[src/rtl/fc_out_serializer_if.sv]
// Layer-output handshake bundle between a producer of full FC result
// vectors, the serializer, and the next layer's input collector.
// Both channels use valid/ready: a transfer happens on the rising edge
// where valid and ready are both high; once valid is raised its payload
// holds until that edge, and ready never depends on valid.
interface fc_out_serializer_if #(
   parameter int WIDTH = 8,
   parameter int N     = 84,
   parameter int ACC_W = WIDTH*2 + $clog2(N)
);
   localparam int IDX_W = $clog2(N);

   // vector input channel
   logic                 in_valid;
   logic                 in_ready;
   logic [N*ACC_W-1:0]   in_data;

   // beat output channel
   logic                 out_valid;
   logic                 out_ready;
   logic [WIDTH-1:0]     out_data;
   logic [IDX_W-1:0]     out_idx;
   logic                 out_last;

   // driver/observer side (producer of vectors, consumer of beats)
   modport master (
      output in_valid, in_data, out_ready,
      input  in_ready, out_valid, out_data, out_idx, out_last
   );

   // serializer side
   modport slave (
      input  in_valid, in_data, out_ready,
      output in_ready, out_valid, out_data, out_idx, out_last
   );
endinterface

[src/rtl/fc_out_serializer.sv]
// Captures a whole FC layer result vector in one handshake, requantizes
// each entry (rounding right shift, then clamp to the positive signed
// range) and streams the entries one beat per cycle with index and last.
// Back-to-back frames are accepted on the last beat with no bubble.
module fc_out_serializer #(
   parameter int WIDTH = 8,
   parameter int N     = 84,
   parameter int ACC_W = WIDTH*2 + $clog2(N),
   parameter int SHIFT = 8
) (
   input  logic                clk,
   input  logic                rst_n,
   fc_out_serializer_if.slave  io,
   output logic                dbg_state   // 0 = IDLE, 1 = STREAM
);
   localparam int IDX_W = $clog2(N);
   localparam logic [IDX_W-1:0] LAST_IDX = IDX_W'(N - 1);

   // Rounding constant: half an output LSB; zero when no shift is applied.
   localparam int RND_SH = (SHIFT > 0) ? SHIFT - 1 : 0;
   localparam logic [ACC_W:0] RND =
      (SHIFT > 0) ? ({{ACC_W{1'b0}}, 1'b1} << RND_SH) : '0;
   // Largest positive value of a signed WIDTH-bit activation.
   localparam logic [ACC_W:0] SAT = (ACC_W+1)'((1 << (WIDTH - 1)) - 1);

   typedef enum logic {
      IDLE   = 1'b0,
      STREAM = 1'b1
   } state_t;

   state_t            state;
   logic [IDX_W-1:0]  idx;
   logic [ACC_W-1:0]  bank [N];
   logic [WIDTH-1:0]  out_data_q;
   logic              out_last_q;

   logic              at_last;
   logic [IDX_W-1:0]  idx_nxt;
   logic              in_fire;

   // Negative inputs (impossible after ReLU) map to 0; the sum is one bit
   // wider than the accumulator so the rounding add cannot wrap.
   function automatic logic [WIDTH-1:0] requant(input logic [ACC_W-1:0] v);
      logic [ACC_W:0] t;
      t = ({1'b0, v} + RND) >> SHIFT;
      if (v[ACC_W-1])
         return '0;
      else if (t > SAT)
         return SAT[WIDTH-1:0];
      else
         return t[WIDTH-1:0];
   endfunction

   assign at_last = (idx == LAST_IDX);
   assign idx_nxt = idx + 1'b1;

   // Ready in IDLE, or on the cycle the last beat is being taken.
   assign io.in_ready = (state == IDLE) |
                        ((state == STREAM) & at_last & io.out_ready);
   assign in_fire     = io.in_valid & io.in_ready;

   assign io.out_valid = (state == STREAM);
   assign io.out_data  = out_data_q;
   assign io.out_idx   = idx;
   assign io.out_last  = out_last_q;
   assign dbg_state    = state;

   // Capture bank: written only on the input handshake.
   always_ff @(posedge clk or negedge rst_n) begin
      if (!rst_n) begin
         for (int k = 0; k < N; k++) bank[k] <= '0;
      end else if (in_fire) begin
         for (int k = 0; k < N; k++) bank[k] <= io.in_data[k*ACC_W +: ACC_W];
      end
   end

   // Frame sequencer: beat index, state and registered beat payload.
   always_ff @(posedge clk or negedge rst_n) begin
      if (!rst_n) begin
         state      <= IDLE;
         idx        <= '0;
         out_data_q <= '0;
         out_last_q <= 1'b0;
      end else begin
         case (state)
            IDLE: begin
               if (io.in_valid) begin
                  state      <= STREAM;
                  idx        <= '0;
                  out_data_q <= requant(io.in_data[ACC_W-1:0]);
                  out_last_q <= (N == 1);
               end
            end
            STREAM: begin
               if (io.out_ready) begin
                  if (at_last) begin
                     if (io.in_valid) begin
                        // next frame starts immediately, no bubble
                        idx        <= '0;
                        out_data_q <= requant(io.in_data[ACC_W-1:0]);
                        out_last_q <= (N == 1);
                     end else begin
                        state      <= IDLE;
                        idx        <= '0;
                        out_data_q <= '0;
                        out_last_q <= 1'b0;
                     end
                  end else begin
                     idx        <= idx_nxt;
                     out_data_q <= requant(bank[idx_nxt]);
                     out_last_q <= (idx_nxt == LAST_IDX);
                  end
               end
            end
            default: begin
               state <= IDLE;
               idx   <= '0;
            end
         endcase
      end
   end
endmodule
[src/flat_wrapper.sv]
// flat-port wrapper written by rule: the top's interface ports become plain ports
module fc_out_serializer_flat 
#(
   parameter int WIDTH = 8,
   parameter int N     = 84,
   parameter int ACC_W = WIDTH*2 + $clog2(N),
   parameter int SHIFT = 8
)
  (clk, rst_n, dbg_state, io_in_valid, io_in_data, io_out_ready, io_in_ready, io_out_valid, io_out_data, io_out_idx, io_out_last);
  fc_out_serializer_if #(.WIDTH(WIDTH), .N(N), .ACC_W(ACC_W)) io_i ();
  input  logic clk;
  input  logic rst_n;
  output logic dbg_state;
  input wire logic [$bits(io_i.in_valid)-1:0] io_in_valid;
  input wire logic [$bits(io_i.in_data)-1:0] io_in_data;
  input wire logic [$bits(io_i.out_ready)-1:0] io_out_ready;
  output wire logic [$bits(io_i.in_ready)-1:0] io_in_ready;
  output wire logic [$bits(io_i.out_valid)-1:0] io_out_valid;
  output wire logic [$bits(io_i.out_data)-1:0] io_out_data;
  output wire logic [$bits(io_i.out_idx)-1:0] io_out_idx;
  output wire logic [$bits(io_i.out_last)-1:0] io_out_last;
  assign io_i.in_valid = io_in_valid;
  assign io_i.in_data = io_in_data;
  assign io_i.out_ready = io_out_ready;
  assign io_in_ready = io_i.in_ready;
  assign io_out_valid = io_i.out_valid;
  assign io_out_data = io_i.out_data;
  assign io_out_idx = io_i.out_idx;
  assign io_out_last = io_i.out_last;
  fc_out_serializer #(.WIDTH(WIDTH), .N(N), .ACC_W(ACC_W), .SHIFT(SHIFT)) u_core (.clk(clk), .rst_n(rst_n), .io(io_i), .dbg_state(dbg_state));
endmodule
[config.mk]
export PLATFORM = sky130hd
export DESIGN_NAME = fc_out_serializer_flat
export DESIGN_NICKNAME = d
export VERILOG_FILES = /design/src/rtl/fc_out_serializer_if.sv /design/src/rtl/fc_out_serializer.sv /design/src/flat_wrapper.sv
export SDC_FILE = /design/constraint.sdc
export NUM_CORES = 2
export LEC_CHECK = 0
export ABC_CLOCK_PERIOD_IN_PS = 5900
export BUFFER_PORTS_ARGS = -buffer_cell sky130_fd_sc_hd__buf_4
export CORE_AREA = 2 2 762 764
export CTS_CLUSTER_DIAMETER = 40
export DETAILED_ROUTE_END_ITERATION = 8
export DIE_AREA = 0 0 764 766
export PLACE_DENSITY = 0.34
export SYNTH_ARGS = -nofsm -noshare
export SYNTH_HDL_FRONTEND = slang
export SYNTH_SLANG_ARGS = --single-unit
[constraint.sdc]
create_clock -name clk -period 5.9 [get_ports clk]
set_input_delay 0.885 -clock clk [delete_from_list [all_inputs] [get_ports clk]]
set_output_delay 0.885 -clock clk [all_outputs]
set_load 0.01 [all_outputs]
==> flow_summary.ini <==
[floorplan]
fp.dieArea_sq_um = 585000
start_util = 0.109
die_h_microns = 766
die_w_microns = 764
num_io_pins = 1955
fp.coreArea_sq_um = 576000
rows = 279

[final_layout]
layout_common_cells = nand2_1 (4202), buf_4 (1493), dfrtp_1 (1359)
layout.nets = 10100
stdcell_count = 16300
syn2layout_area_growth_pct = 50.1
fillCellCount = 65200
seq_area_sq_um = 34100
final_layout_size_suffix_gt1_frac = 0.290
final_common_cell = nand2_1
multi_input_area_sq_um = 26800

[clock_tree]
cts_resized = 0
cts_tree = yes
cts.clk_slew.worst_paths_ns = 0.05
cts_root_buf = clkbuf_16
htree_levels = 5
postCtsHoldBufs = 7
clock_latency_ns = 0.91
cts_buffers = 321
cts_sinks = 1361
cts_max_path_buffers = 4
post-cts-setup-buffer-count = 0

[timing]
relSlewSlack = 0.0875
rsz0062_at_grt = false
worst_pin_slew_ns = 1.37
finalCriticalPeriod_ns = 5.21
drv_slew = 0
setup_tns_ns = 0
skew_ns = 0.0593
hold_violations = 0
setup-violations-final = 0
fin_crit_sh = 0.884
fmax_ghz = 0.192

[logic_synthesis]
avgSynthCellArea_sq_um = 9.28
synth.area.top_cells = dfrtp_1 (54%), nand2_1 (25%), mux4_2 (12%)
ys.flop_type = dfrtp_1
yosys_register_bits = 1361
yosysTopAreaCell = dfrtp_1
syn-num-nets = 8698
synth-edff-count = 0
ys_warn_count = 0
syn_area_sq_um = 62700
synth_cell_types = 75
async_flop_share = 1.00
yosysSeqAreaShare = 0.543
synth_top_area_frac = 0.543
syn-instance-count = 6758

[global_routing]
grt_pass1_wl_microns = 533000
grt_overflow_total = 0
grt_usage = 0.134
antenna_found_initial = 288
grt_start_max_net_pins = 201
grt_pass1_vias = 57500

[critical_path]
cp_slowest_cell = dfrtp_1
worstPathArrival_ns = 5.97
cp-start-kind = flip-flop
crit_path_end_kind = flip-flop
path_class = reg -> reg
critPathMostFrequentCell = ha_1
reg2reg_depth = 12
crit_chain = ha_1 -> buf_4 -> nand3_1 -> xnor2_2 -> and2_1 -> a22o_1 -> a221o_1 -> ha_1 -> nand4_1 -> or4_1 -> a22oi_2 -> a32oi_1
path_max_fanout = 16
cp_slowest_stage_delay_ns = 0.63
r2r-end = u_core.io.out_data[2]
reg2reg_from = u_core.io.out_idx[1]
crit_start = u_core.io.out_idx[1]
worstPathRequired_ns = 6.65
reg2reg_slack_ns = 0.69

[power_and_ir_drop]
power.total_mw = 41.6
p_leak_nw = 45.1
power.density_nw_per_um2 = 442
vdd_drop_max_v = 0.000243

[place]
gp_congestion = 0.793
portBuffers = 1366
place_inst = 15600
dpl.hpwl_microns = 325000

[detailed_routing]
ant_nets = 0
dr.pass1.iters = 5
drt_drc_violations_left = 0
viasPerCell = 3.35
drt_iter0_drc = 3358
wl_per_cell_microns = 25.0
routed_wl_microns = 406000
vias = 54500

[worst_hold_path]
whs_path_depth = 3
hp-class = in -> reg
worstHoldEndpoint = u_core.bank[1832]
min-delay-start = io_in_data[107]

[job]
drv_cap = 0

[status]
status = finished, final reports clean
-- registers in the layout, indices dropped and copies added, names as in the netlist --
name / cells
u_core.io.out_idx: 7
u_core.dbg_state: 1
u_core.io.out_last: 1
u_core.io.out_data: 8
u_core.bank: 1344
-- stage by stage --
stage	area [sq um]	hold WS, ns	setup slack [ns]	utilization
after floorplan	62700	0.437	1.19	-
after global placement	82800	0.452	0.582	0.144
after detailed placement	82800	0.455	0.593	0.144
after CTS	94000	0.000298	0.589	0.163
after global routing	94000	0.0392	0.401	0.163
final	94200	0.127	0.686	0.163
-- kinds of logic after synthesis --
logic type / after synthesis / synth area share
mux: 401 / 0.135
flops: 1361 / 0.543
simple gates: 4357 / 0.265
buf+inv: 443 / 0.0319
compound gates: 175 / 0.0208
xor+xnor: 17 / 0.00279
fa+ha+maj: 4 / 0.000798
-- where the power goes --
group,internal (mW),switching (mW),total (mW)
Sequential,10.5,0.719,11.2
Clock,12.2,6.30,18.5
Combinational,4.13,7.85,12.0
Total,26.8,14.9,41.6
-- layer usage --
metal	vias to the layer above	global-route usage	part of all wire
li1	24900	-	-
met1	27000	0.170	0.43
met2	1840	0.216	0.46
met3	702	0.0469	0.085
met4	154	0.0350	0.026
met5	-	0	0.0024
-- worst max-delay path, delay by kind of cell, from the launching register on --
kind / cells / cell delay [ns]
AO/OA/AOI/OAI: 4 / 1.39
XOR/XNOR: 1 / 0.61
adder cells (fa/ha/maj): 2 / 0.63
buffers and inverters: 1 / 0.27
flip-flops: 1 / 0.63
AND/OR/NAND/NOR: 4 / 1.50
-- worst max path at each step --
stage | to
final | u_core.io.out_data[2]
after global routing | u_core.io.out_data[2]
after CTS | u_core.io.out_data[2]
after detailed placement | u_core.io.out_data[2]
after global placement | u_core.io.out_data[1]
after floorplan | u_core.io.out_data[1]
-- cells in the mapped netlist, types with 7 or more instances --
master,count
clkbuf_1,328
a22oi_1,18
buf_2,34
nand2_1,4204
xnor2_1,7
a221oi_1,14
mux2_2,10
and3_1,12
mux4_2,347
a31oi_1,10
a32oi_1,17
buf_4,43
and2_1,14
inv_1,8
xor2_1,8
mux4_1,7
o21ai_0,16
o22ai_1,7
nand4_1,15
nor2_1,16
a21oi_1,29
buf_1,12
dfrtp_1,1361
mux2i_1,37
buf_6,18
a21o_1,8
nand3_1,59
-- area by class of cell --
class | instances | share of cell area
Inverter | 8 | 0.000319
Clock inverter | 146 | 0.0219
Antenna cell | 84 | 0.00223
Tap cell | 7727 | 0.103
Multi-Input combinational cell | 4954 | 0.285
Sequential cell | 1361 | 0.362
Clock buffer | 427 | 0.0963
Timing Repair Buffer | 1549 | 0.130
Note: power is estimated with default switching activity, not from simulation.
